$ cat src/rtl/debounce_pkg.sv
// debounce_pkg: shared types and width helpers for the debounce bank.
//   chan_state_e : per-channel confirm FSM state (stable / confirming).
//   cnt_width()  : bits needed to hold a counter value 0..max_val.
//   max2()       : larger of two values, used to size shared counters.
package debounce_pkg;

  typedef enum logic {
    StStable  = 1'b0,
    StConfirm = 1'b1
  } chan_state_e;

  localparam int unsigned DefTickDiv     = 100000;
  localparam int unsigned DefStableTicks = 10;
  localparam int unsigned DefRepDelay    = 50;
  localparam int unsigned DefRepPeriod   = 20;

  // Counters never need to saturate: they are wide enough for their largest value.
  function automatic int unsigned cnt_width(input int unsigned max_val);
    return (max_val < 1) ? 1 : $clog2(max_val + 1);
  endfunction

  function automatic int unsigned max2(input int unsigned a, input int unsigned b);
    return (a > b) ? a : b;
  endfunction

endpackage

$ cat src/rtl/debounce_chan.sv
// debounce_chan: one debounced input channel.
//   clk_i   : clock
//   rst_ni  : asynchronous active-low reset
//   tick_i  : one-cycle sample strobe from the shared prescaler
//   raw_i   : raw asynchronous switch level
//   db_o    : debounced level
//   rise_o  : one-cycle pulse in the first cycle db_o shows 1
//   fall_o  : one-cycle pulse in the first cycle db_o shows 0
//   rep_o   : pulse on press and, if REP_EN, on each auto-repeat while held
module debounce_chan
  import debounce_pkg::*;
#(
  parameter int unsigned STABLE_TICKS = DefStableTicks,
  parameter int unsigned REP_DELAY    = DefRepDelay,
  parameter int unsigned REP_PERIOD   = DefRepPeriod,
  parameter bit          REP_EN       = 1'b0
) (
  input  logic clk_i,
  input  logic rst_ni,
  input  logic tick_i,
  input  logic raw_i,
  output logic db_o,
  output logic rise_o,
  output logic fall_o,
  output logic rep_o
);

  localparam int unsigned StW  = cnt_width(STABLE_TICKS);
  localparam int unsigned RepW = cnt_width(max2(REP_DELAY, REP_PERIOD));

  logic            sync1_q, sync_q;
  chan_state_e     state_q, state_d;
  logic [StW-1:0]  cnt_q, cnt_d, cnt_inc;
  logic            accept;
  logic            db_q, db_d;
  logic            rise_q, rise_d;
  logic            fall_q, fall_d;
  logic            rep_q, rep_d;
  logic [RepW-1:0] rep_cnt_q, rep_cnt_d, rep_cnt_inc, rep_target;
  logic            rep_arm_q, rep_arm_d;

  assign cnt_inc     = cnt_q + StW'(1);
  assign rep_cnt_inc = rep_cnt_q + RepW'(1);
  // First repeat waits REP_DELAY ticks, later ones REP_PERIOD ticks.
  assign rep_target  = rep_arm_q ? RepW'(REP_PERIOD) : RepW'(REP_DELAY);

  // State register
  always_ff @(posedge clk_i or negedge rst_ni) begin
    if (!rst_ni) begin
      sync1_q   <= 1'b0;
      sync_q    <= 1'b0;
      state_q   <= StStable;
      cnt_q     <= '0;
      db_q      <= 1'b0;
      rise_q    <= 1'b0;
      fall_q    <= 1'b0;
      rep_q     <= 1'b0;
      rep_cnt_q <= '0;
      rep_arm_q <= 1'b0;
    end else begin
      sync1_q   <= raw_i;
      sync_q    <= sync1_q;
      state_q   <= state_d;
      cnt_q     <= cnt_d;
      db_q      <= db_d;
      rise_q    <= rise_d;
      fall_q    <= fall_d;
      rep_q     <= rep_d;
      rep_cnt_q <= rep_cnt_d;
      rep_arm_q <= rep_arm_d;
    end
  end

  // Next-state: confirm a new level only after STABLE_TICKS differing ticks in a row
  always_comb begin
    state_d = state_q;
    cnt_d   = cnt_q;
    accept  = 1'b0;
    if (tick_i) begin
      unique case (state_q)
        StStable: begin
          if (sync_q != db_q) begin
            if (STABLE_TICKS == 1) begin
              accept = 1'b1;
            end else begin
              state_d = StConfirm;
              cnt_d   = StW'(1);
            end
          end
        end
        StConfirm: begin
          if (sync_q == db_q) begin
            state_d = StStable;
            cnt_d   = '0;
          end else if (cnt_inc == StW'(STABLE_TICKS)) begin
            accept  = 1'b1;
            state_d = StStable;
            cnt_d   = '0;
          end else begin
            cnt_d = cnt_inc;
          end
        end
        default: begin
          state_d = StStable;
          cnt_d   = '0;
        end
      endcase
    end
  end

  // Outputs: edges are registered with db so they coincide with the new level
  always_comb begin
    db_d      = accept ? sync_q : db_q;
    rise_d    = accept & sync_q;
    fall_d    = accept & ~sync_q;
    rep_d     = accept & sync_q;
    rep_cnt_d = rep_cnt_q;
    rep_arm_d = rep_arm_q;
    if (accept) begin
      // Any accepted change restarts the repeat schedule; a release also silences it.
      rep_cnt_d = '0;
      rep_arm_d = 1'b0;
    end else if (REP_EN && db_q && tick_i) begin
      if (rep_cnt_inc == rep_target) begin
        rep_d     = 1'b1;
        rep_cnt_d = '0;
        rep_arm_d = 1'b1;
      end else begin
        rep_cnt_d = rep_cnt_inc;
      end
    end
  end

  assign db_o   = db_q;
  assign rise_o = rise_q;
  assign fall_o = fall_q;
  assign rep_o  = rep_q;

endmodule

$ cat src/rtl/debounce_bank.sv
// debounce_bank: N_CH independent debounced inputs sharing one sample prescaler.
//   clk_i  : clock
//   rst_ni : asynchronous active-low reset
//   raw_i  : raw asynchronous levels, one bit per channel
//   db_o   : debounced levels
//   rise_o : one-cycle pulse per accepted 0->1 change
//   fall_o : one-cycle pulse per accepted 1->0 change
//   rep_o  : pulse on press and on each auto-repeat (channels enabled in REP_MASK)
module debounce_bank
  import debounce_pkg::*;
#(
  parameter int unsigned     N_CH         = 9,
  parameter int unsigned     TICK_DIV     = DefTickDiv,
  parameter int unsigned     STABLE_TICKS = DefStableTicks,
  parameter int unsigned     REP_DELAY    = DefRepDelay,
  parameter int unsigned     REP_PERIOD   = DefRepPeriod,
  parameter logic [N_CH-1:0] REP_MASK     = '0
) (
  input  logic            clk_i,
  input  logic            rst_ni,
  input  logic [N_CH-1:0] raw_i,
  output logic [N_CH-1:0] db_o,
  output logic [N_CH-1:0] rise_o,
  output logic [N_CH-1:0] fall_o,
  output logic [N_CH-1:0] rep_o
);

  localparam int unsigned PreW = cnt_width(TICK_DIV - 1);

  logic [PreW-1:0] pre_q, pre_d;
  logic            tick;

  assign tick = (pre_q == PreW'(TICK_DIV - 1));

  always_comb begin
    pre_d = tick ? '0 : pre_q + PreW'(1);
  end

  always_ff @(posedge clk_i or negedge rst_ni) begin
    if (!rst_ni) begin
      pre_q <= '0;
    end else begin
      pre_q <= pre_d;
    end
  end

  for (genvar i = 0; i < N_CH; i++) begin : g_chan
    debounce_chan #(
      .STABLE_TICKS (STABLE_TICKS),
      .REP_DELAY    (REP_DELAY),
      .REP_PERIOD   (REP_PERIOD),
      .REP_EN       (REP_MASK[i])
    ) u_chan (
      .clk_i  (clk_i),
      .rst_ni (rst_ni),
      .tick_i (tick),
      .raw_i  (raw_i[i]),
      .db_o   (db_o[i]),
      .rise_o (rise_o[i]),
      .fall_o (fall_o[i]),
      .rep_o  (rep_o[i])
    );
  end

endmodule

$ cat config.mk
export PLATFORM = sky130hd
export DESIGN_NAME = debounce_bank
export DESIGN_NICKNAME = d
export VERILOG_FILES = /design/src/rtl/debounce_pkg.sv /design/src/rtl/debounce_chan.sv /design/src/rtl/debounce_bank.sv
export SDC_FILE = /design/constraint.sdc
export NUM_CORES = 1
export LEC_CHECK = 0
export ABC_AREA = 1
export CAP_MARGIN = 5
export CORE_UTILIZATION = 35
export DETAILED_ROUTE_END_ITERATION = 8
export PLACE_DENSITY = 0.54
export SYNTH_ARGS = -nofsm -noshare
export SYNTH_HDL_FRONTEND = slang
export SYNTH_HIERARCHICAL = 1
export SYNTH_SLANG_ARGS = --single-unit
$ cat constraint.sdc
create_clock -name clk_i -period 2.9 [get_ports clk_i]
set_input_delay 0.725 -clock clk_i [delete_from_list [all_inputs] [get_ports clk_i]]
set_output_delay 0.725 -clock clk_i [all_outputs]
set_load 0.02 [all_outputs]
==> impl_metrics.yaml, run 1 <==
clocking:
  numCtsBuffers: 9
  clkSinkCount: 107
  cts_max_level: 3
  cts_resized: 0
  clockBufferDepth: 2
  clock-root-buffer: "clkbuf_16"
  cts_setup_buffers: 0
  ctsHoldBuffers: 0
  tritoncts: "built"
  path_clk_slew_ps: 70
  clk_latency_ps: 350
floorplan:
  dieArea_sq_um: 17200
  io_pins: 47
  start_util_pct: 36.3
  die_h_um: 131
  die_w_um: 131
  rows: 46
  core_sq_um: 16100
setup_path:
  r2r_slack_ps: 700
  cp.arrival_ps: 2440
  crit_path_start_kind: "flop"
  path_class: "flop to flop"
  crit_required_ps: 3140
  cp_max_fo: 15
  end_kind: "flop"
place:
  hpwl_mm: 7.77
  post_dp_cell_area_sq_um: 6560
  port_buffers: 46
  gp_congestion: 0.756
min_path:
  hp-class: "input pin to asynchronous set/reset pin"
drt:
  drt-initial-drc-count: 141
  postRouteAntennaNets: 0
  routed_wl_mm: 10.4
  drcViolationCount: 0
  routed_via_density: 4.44
  vias: 4627
  post_drt_wl_per_cell_um: 9.99
  firstDrtPassIters: 4
pwr:
  power.density_nw_per_um2: 417
  ir_drop_uv: 312
  leakage_uw: 0.00338
yosys:
  yosysMostFrequentCell: "nand2_1"
  ys_seq_area_share_pct: 45.7
  syn_area_per_cell_sq_um: 7.62
  synthTopCellsByCount: "251 x nand2_1, 114 x inv_1, 107 x dfrtp_1"
  yosys_warnings: 6
  synth_cell_type_count: 22
  ys.flop_type: "dfrtp_1"
  async_flop_share_pct: 100
  netlist.area_leader.share_pct: 45.7
  synthesis.nets: 798
  ys_ff_latch: 107
  syn_area_sq_um: 5850
  synthCells: 768
  synth-edff-count: 0
  synth_area_leader_cell: "dfrtp_1"
  yosys-top-cells-area: "dfrtp_1 46%, nand2_1 16%, inv_1 7.3%"
sta:
  setup_tns_ps: 0
  min_period_ps: 2200
  finClkSkew_ps: 9.22
  maxSlewViolCount: 0
  max_freq_mhz: 455
  hold_violations: 0
  setup_viol: 0
  period_share_pct: 75.8
  worst_pin_slew_ps: 430
  rsz0062_at_grt: "false"
  max_slew_margin_pct: 71.4
cells_and_area:
  drive_above_1_share_pct: 9.58
  area_growth_pct: 17.4
  fin_area_sq_um: 6870
  finalNetCount: 850
  antenna_cells: 0
grt:
  grt_pass1_wl_mm: 18.6
  grt_max_degree: 57
  antenna_found_initial: 0
  grt_pass1_vias: 4255
  grt_use_total_pct: 12.9
  grt_overflow_total: 0
run_status:
  status: "completed"
run:
  drv_cap: 0
cell families (layout without fill, tap and decap cells):
family | after synthesis | count (layout) | share of synthesized area, %
xor gates and xnor gates | 5 | 5 | 0.748
and+or+nand+nor | 472 | 472 | 37.5
adders and majority gates | 19 | 19 | 4.06
buffers and inverters | 133 | 190 | 9.10
AOI/OAI and AO/OA | 32 | 32 | 2.89
DFF | 107 | 107 | 45.7
worst paths after layout:
| check | from | to | cells after the start |
|---|---|---|---|
| worst max-delay path | pre_q[0] | g_chan[6].u_chan/db_o | 13 |
| worst min-delay path | rst_ni | g_chan[0].u_chan/sync_q | 1 |
| worst max register to register | pre_q[0] | g_chan[6].u_chan/db_o | 13 |
| worst min register to register | g_chan[4].u_chan/sync1_q | g_chan[4].u_chan/sync_q | 0 |
| max in group asynchronous | rst_ni | g_chan[6].u_chan/db_o | 2 |
| min in group clk_i | g_chan[4].u_chan/sync1_q | g_chan[4].u_chan/sync_q | 0 |
power by group:
part           switching, uW  internal (uW)  total, uW
registers               10.2           1500       1510
logic                   51.4           26.3       77.7
clock network            528            743       1270
metrics by stage:
step                hold slack (ps)  power [uW]  setup slack, ps  utilization, %  instances
floorplan                       331        1570              927               -        768
global placement                334        1630              730            40.7       1025
detailed placement              337        1630              664            40.7       1025
CTS                             228        2930              674            42.6       1041
global route                    233        2990              457            42.6       1041
finish                          237        2860              701            42.6       1041
critical path, cell delays in order (launching register included):
cell	delay, ps
dfrtp_1	400
ha_1	220
nand2_2	70
inv_1	80
nand2_1	50
nor2_1	110
nand2_2	110
inv_2	250
buf_4	280
inv_1	120
nor3_4	200
nand2_1	90
nand2_1	60
nand2_1	40
routing by layer:
metal / up-vias / track usage (%) / wire (um)
met4: 0 / 4.26 / 132
met3: 11 / 3.01 / 225
met2: 39 / 21.5 / 4820
li1: 2496 / - / -
met1: 2081 / 16.5 / 5230
met5: - / 0 / 0
cells in the final DEF, fill, tap and decap left out, types with 15 or more instances in the layout:
| cell type | instances |
|---|---|
| nand2_1 | 251 |
| inv_1 | 114 |
| nand3_1 | 71 |
| nand4_1 | 29 |
| dfrtp_1 | 107 |
| nor2_2 | 15 |
| nor2_1 | 72 |
| clkdlybuf4s50_1 | 45 |
| o21ai_1 | 18 |
| ha_1 | 19 |
layout make-up:
cell class	instances	area, sq um
inverter	124	465
clock inverter	3	43.8
sequential	107	2680
tap	216	270
timing repair buffer	50	500
multi-input combinational	528	2640
fill	1657	9240
clock buffer	13	270
registers in the layout (all words and copies together), names as in the netlist:
name / count
g_chan.u_chan/cnt_q: 36
g_chan.u_chan/db_o: 9
g_chan.u_chan/fall_o: 9
g_chan.u_chan/rep_o: 9
g_chan.u_chan/state_q: 9
g_chan.u_chan/sync1_q: 9
g_chan.u_chan/sync_q: 9
pre_q: 17
(Power assumes the default switching activity.)
==> run 2: changes to the inputs <==
Clock period 2.9 ns to 2.2 ns, I/O delays scaled along.
==> run 2 against run 1 <==
  * Utilization barely moved
  * Die area did not move
  * Sequential power rose by 32%
  * Combinational power rose by 35%
  * Total power rose by 25%
  * Sequential share of layout area barely moved
  * Wire length rose by 0.24%
  * Cell count barely moved
  * Critical endpoint is now db_o[1]
==> impl_metrics.yaml, run 2 (same netlist as run 1, synthesis figures left out) <==
pwr:
  switchingPower_uw: 794
  leakage_uw: 0.00335
  pwr-share-comb_pct: 2.9
  ir_drop_uv: 373
  power.density_nw_per_um2: 521
  switching_share_pct: 22.2
  p_int_uw: 2790
  seqPwrFrac_pct: 55.7
  clockPowerShare_pct: 41.3
cells_and_area:
  drive_above_1_share_pct: 9.44
  final_common_cell: "nand2_1"
  antenna_cells: 0
  layout_common_cells: "251 x nand2_1, 114 x inv_1, 107 x dfrtp_1"
  fill_cells: 1665
  reg_top3: "g_chan.u_chan/cnt_q (36), pre_q (17)"
  area_growth_pct: 17.3
  final_util_pct: 42.6
  regMostFlops: "g_chan.u_chan/cnt_q"
  finalNetCount: 851
  layoutNonFillerInstCount: 1042
  largest_reg_flops: 36
clocking:
  tritoncts: "built"
  path_clk_slew_ps: 70
  clk_latency_ps: 350
  numCtsBuffers: 9
  clkSinkCount: 107
  clock-root-buffer: "clkbuf_16"
  cts_setup_buffers: 0
  clockBufferDepth: 2
  cts_max_level: 3
grt:
  grt_pass1_vias: 4288
  grt_max_degree: 39
  antenna_found_initial: 0
  grt_overflow_total: 0
  grt_pass1_wl_mm: 18.7
  grt_use_total_pct: 13.1
floorplan:
  dieArea_sq_um: 17200
  core_sq_um: 16100
  die_w_um: 131
  start_util_pct: 36.3
  die_h_um: 131
  io_pins: 47
  rows: 46
sta:
  maxSlewViolCount: 0
  whs_ps: 150
  setup_ws_ps: 214
  rsz0062_at_grt: "false"
  setup_tns_ps: 0
  worst_pin_slew_ps: 488
  hold_violations: 0
  finClkSkew_ps: 6.79
  period_share_pct: 90.3
  max_freq_mhz: 504
  min_period_ps: 1990
  max_slew_margin_pct: 67.4
  setup_viol: 0
drt:
  drcViolationCount: 0
  routed_wl_mm: 10.4
  post_drt_wl_per_cell_um: 10.0
  drt-initial-drc-count: 178
  vias: 4618
  routed_via_density: 4.43
  postRouteAntennaNets: 0
  firstDrtPassIters: 6
setup_path:
  r2r_end: "g_chan[6].u_chan/db_o"
  cpMaxStageDelayCell: "clkdlybuf4s50_1"
  slowest_delay_ps: 640
  cp_num_buf_inv: 1
  cp_top_family: "buffers and inverters"
  path_class: "flop to primary output"
  crit_cells: 1
  cp_max_fo: 5
  end_kind: "primary output"
  r2r_slack_ps: 250
  crit_path_end: "db_o[1]"
  crit_path_start_kind: "flop"
  rr_worst_depth: 13
  cp.arrival_ps: 1440
  crit_required_ps: 1650
  r2r-start: "pre_q[0]"
  worstSetupStartpoint: "g_chan[1].u_chan/db_o"
  crit_chain: "clkdlybuf4s50_1"
place:
  port_buffers: 46
  gp_congestion: 0.778
  hpwl_mm: 7.88
  dp.cells: 1026
  dpl_worst_slack_ps: 206
min_path:
  hp-class: "input pin to asynchronous set/reset pin"
run:
  drv_cap: 0
run_status:
  status: "completed"
[run 2: cell count changes in the layout (fill, tap and decap cells not counted), sizes merged]
cell	delta
clkbuf	-1
buf	+1
clkinvlp	+3
inv	-1
bufinv	-1
[run 2: layout make-up]
cell class	instances	area (sq um)	share of cell area, %
Clock buffer	12	236	3.44
Sequential cell	107	2680	39.0
Clock inverter	4	27.5	0.401
Multi-Input combinational cell	528	2640	38.5
Timing Repair Buffer	51	546	7.94
Tap cell	216	270	3.93
Inverter	124	468	6.81
[run 2: worst min path at each step]
stage | from | slack [ps] | depth (start not counted) | endpoint
global route | rst_ni | 180 | 1 | g_chan[0].u_chan/cnt_q[1]
CTS | rst_ni | 170 | 1 | g_chan[0].u_chan/cnt_q[1]
floorplan | rst_ni | 250 | 0 | g_chan[0].u_chan/cnt_q[0]
finish | rst_ni | 150 | 1 | g_chan[0].u_chan/cnt_q[1]
detailed placement | g_chan[0].u_chan/sync1_q | 330 | 0 | g_chan[0].u_chan/sync_q
global placement | g_chan[0].u_chan/sync1_q | 330 | 0 | g_chan[0].u_chan/sync_q
[run 2: power by group through the flow]
| stage | clock network, uW | registers, uW | logic (uW) |
|---|---|---|---|
| floorplan | 0 | 2030 | 39.6 |
| global placement | 0 | 2030 | 111 |
| detailed placement | 0 | 2030 | 111 |
| CTS | 1570 | 2000 | 111 |
| global route | 1630 | 2000 | 122 |
| finish | 1480 | 2000 | 105 |
[run 2: metrics by stage]
stage | power [uW] | instance area (sq um)
floorplan | 2070 | 5850
global placement | 2150 | 6600
detailed placement | 2150 | 6600
CTS | 3670 | 6870
global route | 3750 | 6870
finish | 3580 | 6870
[run 2: repair_timing]
action	CTS	global route
endpoints found under the setup margin	0	2
resized for setup	0	1
hold buffers	0	0
[run 2: routing by layer]
metal | vias to the layer above | wire length, um | track usage, %
met1 | 2072 | 5210 | 16.6
met5 | - | 0 | 0
met2 | 48 | 4740 | 21.7
li1 | 2486 | - | -
met4 | 0 | 165 | 4.84
met3 | 12 | 303 | 3.20
